--- config.mk ---
export PLATFORM = sky130hd
export DESIGN_NAME = l2_arbiter
export DESIGN_NICKNAME = d
export VERILOG_FILES = /design/src/rtl/l2_arbiter.sv
export SDC_FILE = /design/constraint.sdc
export NUM_CORES = 1
export LEC_CHECK = 0
export CAP_MARGIN = 40
export CORE_MARGIN = 8
export CORE_UTILIZATION = 35
export DETAILED_ROUTE_END_ITERATION = 7
export PLACE_DENSITY_LB_ADDON = 0.05
export SYNTH_ARGS = -nofsm -noshare
export SYNTH_HDL_FRONTEND = slang
export SYNTH_SLANG_ARGS = --single-unit
export TNS_END_PERCENT = 1
--- constraint.sdc ---
create_clock -name CLK -period 3.43 [get_ports CLK]
set_input_delay 0.686 -clock CLK [delete_from_list [all_inputs] [get_ports CLK]]
set_output_delay 0.686 -clock CLK [all_outputs]
set_load 0.01 [all_outputs]
--- src/rtl/l2_arbiter.sv ---
// Shares one L2 read port between the instruction and data caches.
// One transaction in flight; ties alternate away from the last grant.
module l2_arbiter #(
    parameter int ADDRESS_WIDTH = 32,
    parameter int L2_BUS_WIDTH  = 32
) (
    input  logic                     CLK,
    input  logic                     RST,

    input  logic                     ADDRESS_TO_L2_VALID_INS,
    input  logic [ADDRESS_WIDTH-3:0] ADDRESS_TO_L2_INS,
    output logic                     ADDRESS_TO_L2_READY_INS,
    output logic                     DATA_FROM_L2_VALID_INS,
    output logic [L2_BUS_WIDTH-1:0]  DATA_FROM_L2_INS,
    input  logic                     DATA_FROM_L2_READY_INS,

    input  logic                     ADDRESS_TO_L2_VALID_DAT,
    input  logic [ADDRESS_WIDTH-3:0] ADDRESS_TO_L2_DAT,
    output logic                     ADDRESS_TO_L2_READY_DAT,
    output logic                     DATA_FROM_L2_VALID_DAT,
    output logic [L2_BUS_WIDTH-1:0]  DATA_FROM_L2_DAT,
    input  logic                     DATA_FROM_L2_READY_DAT,

    output logic                     ADDRESS_TO_L2_VALID,
    output logic [ADDRESS_WIDTH-3:0] ADDRESS_TO_L2,
    input  logic                     ADDRESS_TO_L2_READY,
    input  logic                     DATA_FROM_L2_VALID,
    input  logic [L2_BUS_WIDTH-1:0]  DATA_FROM_L2,
    output logic                     DATA_FROM_L2_READY
);

    localparam logic [1:0] IDLE = 2'd0;
    localparam logic [1:0] ADDR = 2'd1;
    localparam logic [1:0] DATA = 2'd2;

    localparam logic SEL_INS = 1'b0;
    localparam logic SEL_DAT = 1'b1;

    logic [1:0]               state;
    logic [1:0]               state_nxt;
    logic                     owner;
    logic                     last_gnt;
    logic [ADDRESS_WIDTH-3:0] addr_q;

    logic in_idle;
    logic in_addr;
    logic in_data;
    logic win_ins;
    logic win_dat;
    logic gnt_ins;
    logic gnt_dat;
    logic own_rdy;
    logic l2_data_hs;

    // Outputs are forced quiet while reset is held, even before
    // the first reset edge has cleaned up the state register.
    assign in_idle = (state == IDLE) && !RST;
    assign in_addr = (state == ADDR) && !RST;
    assign in_data = (state == DATA) && !RST;

    // Pick the idle winner; a tie goes to the side not granted last.
    always_comb begin
        win_ins = 1'b0;
        win_dat = 1'b0;
        unique case (1'b1)
            (ADDRESS_TO_L2_VALID_INS && !ADDRESS_TO_L2_VALID_DAT): begin
                win_ins = 1'b1;
            end
            (!ADDRESS_TO_L2_VALID_INS && ADDRESS_TO_L2_VALID_DAT): begin
                win_dat = 1'b1;
            end
            (ADDRESS_TO_L2_VALID_INS && ADDRESS_TO_L2_VALID_DAT): begin
                win_ins = (last_gnt == SEL_DAT);
                win_dat = (last_gnt == SEL_INS);
            end
            default: begin
                win_ins = 1'b0;
                win_dat = 1'b0;
            end
        endcase
    end

    assign ADDRESS_TO_L2_READY_INS = in_idle && win_ins;
    assign ADDRESS_TO_L2_READY_DAT = in_idle && win_dat;

    assign gnt_ins = ADDRESS_TO_L2_READY_INS && ADDRESS_TO_L2_VALID_INS;
    assign gnt_dat = ADDRESS_TO_L2_READY_DAT && ADDRESS_TO_L2_VALID_DAT;

    assign ADDRESS_TO_L2_VALID = in_addr;
    assign ADDRESS_TO_L2       = RST ? '0 : addr_q;

    assign own_rdy = (owner == SEL_DAT) ? DATA_FROM_L2_READY_DAT
                                        : DATA_FROM_L2_READY_INS;

    assign DATA_FROM_L2_READY = in_data && own_rdy;

    assign DATA_FROM_L2_VALID_INS = in_data && (owner == SEL_INS)
                                    && DATA_FROM_L2_VALID;
    assign DATA_FROM_L2_VALID_DAT = in_data && (owner == SEL_DAT)
                                    && DATA_FROM_L2_VALID;

    // Read data fans out to both caches; only the VALIDs steer it.
    assign DATA_FROM_L2_INS = DATA_FROM_L2;
    assign DATA_FROM_L2_DAT = DATA_FROM_L2;

    assign l2_data_hs = DATA_FROM_L2_VALID && DATA_FROM_L2_READY;

    // Transaction sequencing: grant, L2 address, L2 data.
    always_comb begin
        state_nxt = state;
        unique case (state)
            IDLE: begin
                if (gnt_ins || gnt_dat) begin
                    state_nxt = ADDR;
                end
            end
            ADDR: begin
                if (ADDRESS_TO_L2_READY) begin
                    state_nxt = DATA;
                end
            end
            DATA: begin
                if (l2_data_hs) begin
                    state_nxt = IDLE;
                end
            end
            default: begin
                state_nxt = IDLE;
            end
        endcase
    end

    // State, captured address and grant bookkeeping.
    always_ff @(posedge CLK) begin
        if (RST) begin
            state    <= IDLE;
            addr_q   <= '0;
            owner    <= SEL_INS;
            last_gnt <= SEL_DAT;
        end else begin
            state <= state_nxt;
            if (gnt_ins || gnt_dat) begin
                addr_q   <= gnt_dat ? ADDRESS_TO_L2_DAT
                                    : ADDRESS_TO_L2_INS;
                owner    <= gnt_dat;
                last_gnt <= gnt_dat;
            end
        end
    end

endmodule
**After elaboration in Yosys (flattened, before gate mapping)**

Index checks and enable logic that the tools add are counted.

- $add $sub $neg: 0
- Multipliers: 0
- Div/mod/pow operators: 0
- Order comparisons: 0
- Equal/unequal tests: 5
- Shifts and indexed selects: 0
- Multiplexer cells: 9
- Bitwise operators: 2
- Reductions and logical operators: 22

Operators with widths:

| operator | count |
|---|---|
| two-way mux 30 bit | 2 |
| logical AND 1 bit | 16 |
| two-way mux 2 bit | 3 |
| one-hot mux 2 bit (3 select lines) | 1 |
| inequality test 2 bit, second input constant | 2 |
| one-hot mux 1 bit (2 select lines) | 2 |
| zero test 1 bit | 3 |
| AND reduction 3 bit | 1 |
| == test 2 x 1 -> 1 bit, second input constant | 1 |
| == test 2 bit, second input constant | 1 |
| zero test 2 bit | 1 |
| inequality test 2 x 1 -> 1 bit, second input constant | 1 |
| NOT 1 bit | 2 |
| logical OR 1 bit | 1 |
| two-way mux 1 bit | 1 |

- Flip-flop bits (word level): 34
- Latch bits: 0
- Bits in writable memories: 0
- Bits in read-only memories: 0
- Input bits: 100
- Memories kept: 0

**Logic depth before layout (Yosys ltp)**

- Word-level depth: 8
- Depth in mapped cells: 5
- Mapped depth without buffers: 3

**Worst setup path before layout**

OpenSTA, ideal clock, no wires.

- Path kind: input port to output port
- From: input port RST
- To: output port ADDRESS_TO_L2_READY_DAT
- Arrival: 1.386 ns
- Data required time: 2.744 ns
- Path slack: 1.358 ns
- Cell stages on the path: 3
- Cells stage by stage: or3_4 -> buf_6 -> nor2_1

- Word-level cells in the longest chain between the ends: 3

Ends and longest elaborated chain:

| element | line | source |
|---|---|---|
| start: declaration | 8 | `input logic RST,` |
| zero test 1 bit | 57 | `assign in_idle = (state == IDLE) && !RST;` |
| logical AND 1 bit | 57 |  |
| logical AND 1 bit | 84 | `assign ADDRESS_TO_L2_READY_DAT = in_idle && win_dat;` |
| end: declaration | 19 | `output logic ADDRESS_TO_L2_READY_DAT,` |

Every way passes these cells.

**Final worst setup path**

- From: input port RST
- To: output port ADDRESS_TO_L2_READY_INS

- Word-level cells in the longest chain between the ends: 3

Ends and longest elaborated chain:

| element | line | source |
|---|---|---|
| zero test 1 bit | 57 |  |
| logical AND 1 bit | 57 |  |
| logical AND 1 bit | 83 | `assign ADDRESS_TO_L2_READY_INS = in_idle && win_ins;` |
| end: declaration | 12 | `output logic ADDRESS_TO_L2_READY_INS,` |

Every way passes these cells.

==> impl_metrics.toml <==
[drt]
routed_wl_um = 7210
dr.pass1.iters = 4
drc = 0
ant_nets = 0
wire_per_inst_um = 17.6
vias = 2099
drt_iter0_drc = 124
via_per_inst = 5.13

[power_and_ir_drop]
p_switching_uw = 332
swShare_pct = 28.9
p_per_area_nw_per_um2 = 385
leakagePower_uw = 0.00103
p_comb_share_pct = 33.9
vdd_drop_max_mv = 0.156
intPower_uw = 817
p_clk_share_pct = 25.5
p_seq_share_pct = 40.6

[timing]
fin_crit_ns = 3.14
rsz0062_at_grt = "no"
fin_tns_setup_ns = 0
max_freq_ghz = 0.319
slew_headroom_pct = 70.6
timing_hold_violations_final = 0
clock_skew_ns = 0.00320
tightest_slew_ns = 0.441
period_share_pct = 91.5
drv_slew = 0
setup_viol = 0

[placement]
gp_congestion = 0.693
placed_area_um2 = 2900
dp.cells = 403
detailed_place_hpwl_um = 4850
port-buffer-count = 103

[critical_path]
r2r_slack_ns = 1.75
path_class = "in -> out"
endpoint_kind = "output pin"
r2r-end = "addr_q[19]"
critPathLaunchType = "primary input"
worstPathMaxFanout = 18
worstPathRequired_ns = 2.74
cp.arrival_ns = 2.45
r2r-start = "state[0]"
r2r_cells = 4

[min_path]
min_from = "owner"
hp-class = "reg -> reg"
hold_depth = 2
hold_end = "owner"

[die]
die_h_um = 98.4
initial_core_util_pct = 35.6
fp.dieArea_um2 = 9690
die_x_um = 98.4
row_count = 30
fp.coreArea_um2 = 6680
ios = 200

[clocking]
htree_levels = 2
cts_resized = 0
clk_path_buf_depth = 2
cts_buffers = 5
clk_pin_slew_worst_paths_ns = 0.06
cts_root_buf = "clkbuf_8"
hold_buffers = 0
cts_setup_buffers = 0
cts_tree = "yes"
cts_num_sinks = 34
clock_latency_ns = 0.28

[grt]
grt_pass1_vias = 2247
grtUsageTotal_pct = 14.9
grt_antenna_before_repair = 0
grt_max_degree = 39
grt_pass1_wl_um = 11800
grt_remaining_overflow = 0

[synth]
synth_top_area_share_pct = 28.6
syn-num-nets = 402
yosysSeqAreaShare_pct = 28.6
syn_area_um2 = 2380
synth-seq-cells = 34
synthCells = 302
synth_top_area_cell = "dfxtp_1"
synth.area.top_cells = "dfxtp_1 (29%), buf_4 (21%), nor2b_1 (8.4%)"
synth_warnings = 0
synth_area_per_cell_um2 = 7.87
yosysUniqueCellTypes = 26

[layout]
mostFrequentLayoutCells = "clkdlybuf4s50_1 (103), dfxtp_1 (34), a21oi_1 (33)"
final_layout_size_suffix_gt1_share_pct = 6.08
layout_commonest_cell = "clkdlybuf4s50_1"
synthToLayoutAreaGrowth_pct = 25.4
final_nets = 430
design_area_um2 = 2980
antenna_cells = 0
finalNonFillerCells = 409

[flow_run]
maxCapViolations = 0

[run_status]
outcome = "completed"
==> power by group through the flow <==
stage	registers, uW	clock network (uW)	logic (uW)
after detailed placement	476	0	393
after CTS	467	307	395
after global routing	475	331	427
after floorplan	472	0	297
after global placement	475	0	393
final	467	293	390
==> logic make-up after synthesis <==
| logic type | after synthesis | share of synthesized area (%) |
|---|---|---|
| compound gates | 99 | 23.7 |
| buf+inv | 94 | 28.8 |
| flops | 34 | 28.6 |
| mux | 1 | 0.421 |
| simple gates | 74 | 18.5 |
==> cell type report <==
cell class	count	area (um2)
clock buffers	6	82.6
fillers	679	3700
multi-input cells	174	1010
well taps	80	100
inverters	4	15.0
repair buffers	111	1090
flip-flops and latches	34	681
==> stage by stage <==
stage | total power (uW) | hold slack [ns] | util (%) | worst slack [ns]
after floorplan | 769 | 0.502 | - | 1.36
after global placement | 868 | 0.542 | 43.4 | 0.321
after detailed placement | 869 | 0.533 | 43.4 | 0.291
after CTS | 1170 | 0.544 | 44.6 | 0.290
after global routing | 1230 | 0.578 | 44.6 | 0.240
final | 1150 | 0.540 | 44.6 | 0.293
==> critical path: stages <==
cell	delay, ns
clkdlybuf4s50_1	0.41
or3_4	0.47
a211oi_4	0.29
clkdlybuf4s50_1	0.59
==> cells in the mapped netlist <==
| master | number |
|---|---|
| buf_4 | 67 |
| dfxtp_1 | 34 |
| a21oi_1 | 33 |
| nor2b_1 | 32 |
| a31oi_1 | 30 |
| nand3_1 | 30 |
| o21ai_1 | 29 |
| buf_2 | 10 |
| buf_6 | 9 |
| inv_1 | 4 |
| nor2_1 | 3 |
| o21ai_0 | 3 |
| buf_1 | 2 |
| clkbuf_1 | 2 |
| nand3b_1 | 2 |
| nor3b_1 | 2 |
| a211oi_4 | 1 |
| a21bo_2 | 1 |
| a21boi_2 | 1 |
| and2_4 | 1 |
| mux2i_1 | 1 |
| nor3_1 | 1 |
| nor3_4 | 1 |
| o32ai_1 | 1 |
| or2_1 | 1 |
| or3_4 | 1 |
==> how the worst max path moves through the flow <==
stage	cells after the start	startpoint	slack, ns	end
6_report	4	RST	0.29	ADDRESS_TO_L2_READY_INS
2_1_floorplan	3	RST	1.36	ADDRESS_TO_L2_READY_DAT
3_5_place_dp	4	RST	0.29	ADDRESS_TO_L2_READY_INS
4_1_cts	4	RST	0.29	ADDRESS_TO_L2_READY_INS
5_1_grt	4	RST	0.24	ADDRESS_TO_L2_READY_INS
3_3_place_gp	4	RST	0.32	ADDRESS_TO_L2_READY_INS
==> flip-flops by register name, summed over array words and instances, names as in the netlist <==
signal / flops
owner: 1
state: 2
last_gnt: 1
addr_q: 30
==> metal layers <==
metal	GRT usage [%]	wire length, um	vias to the layer above
met3	3.81	474	11
met5	0	0	-
li1	-	-	1038
met4	7.44	122	0
met1	16.9	3080	976
met2	25.4	3530	74
Note: power is estimated with default switching activity, not from simulation.
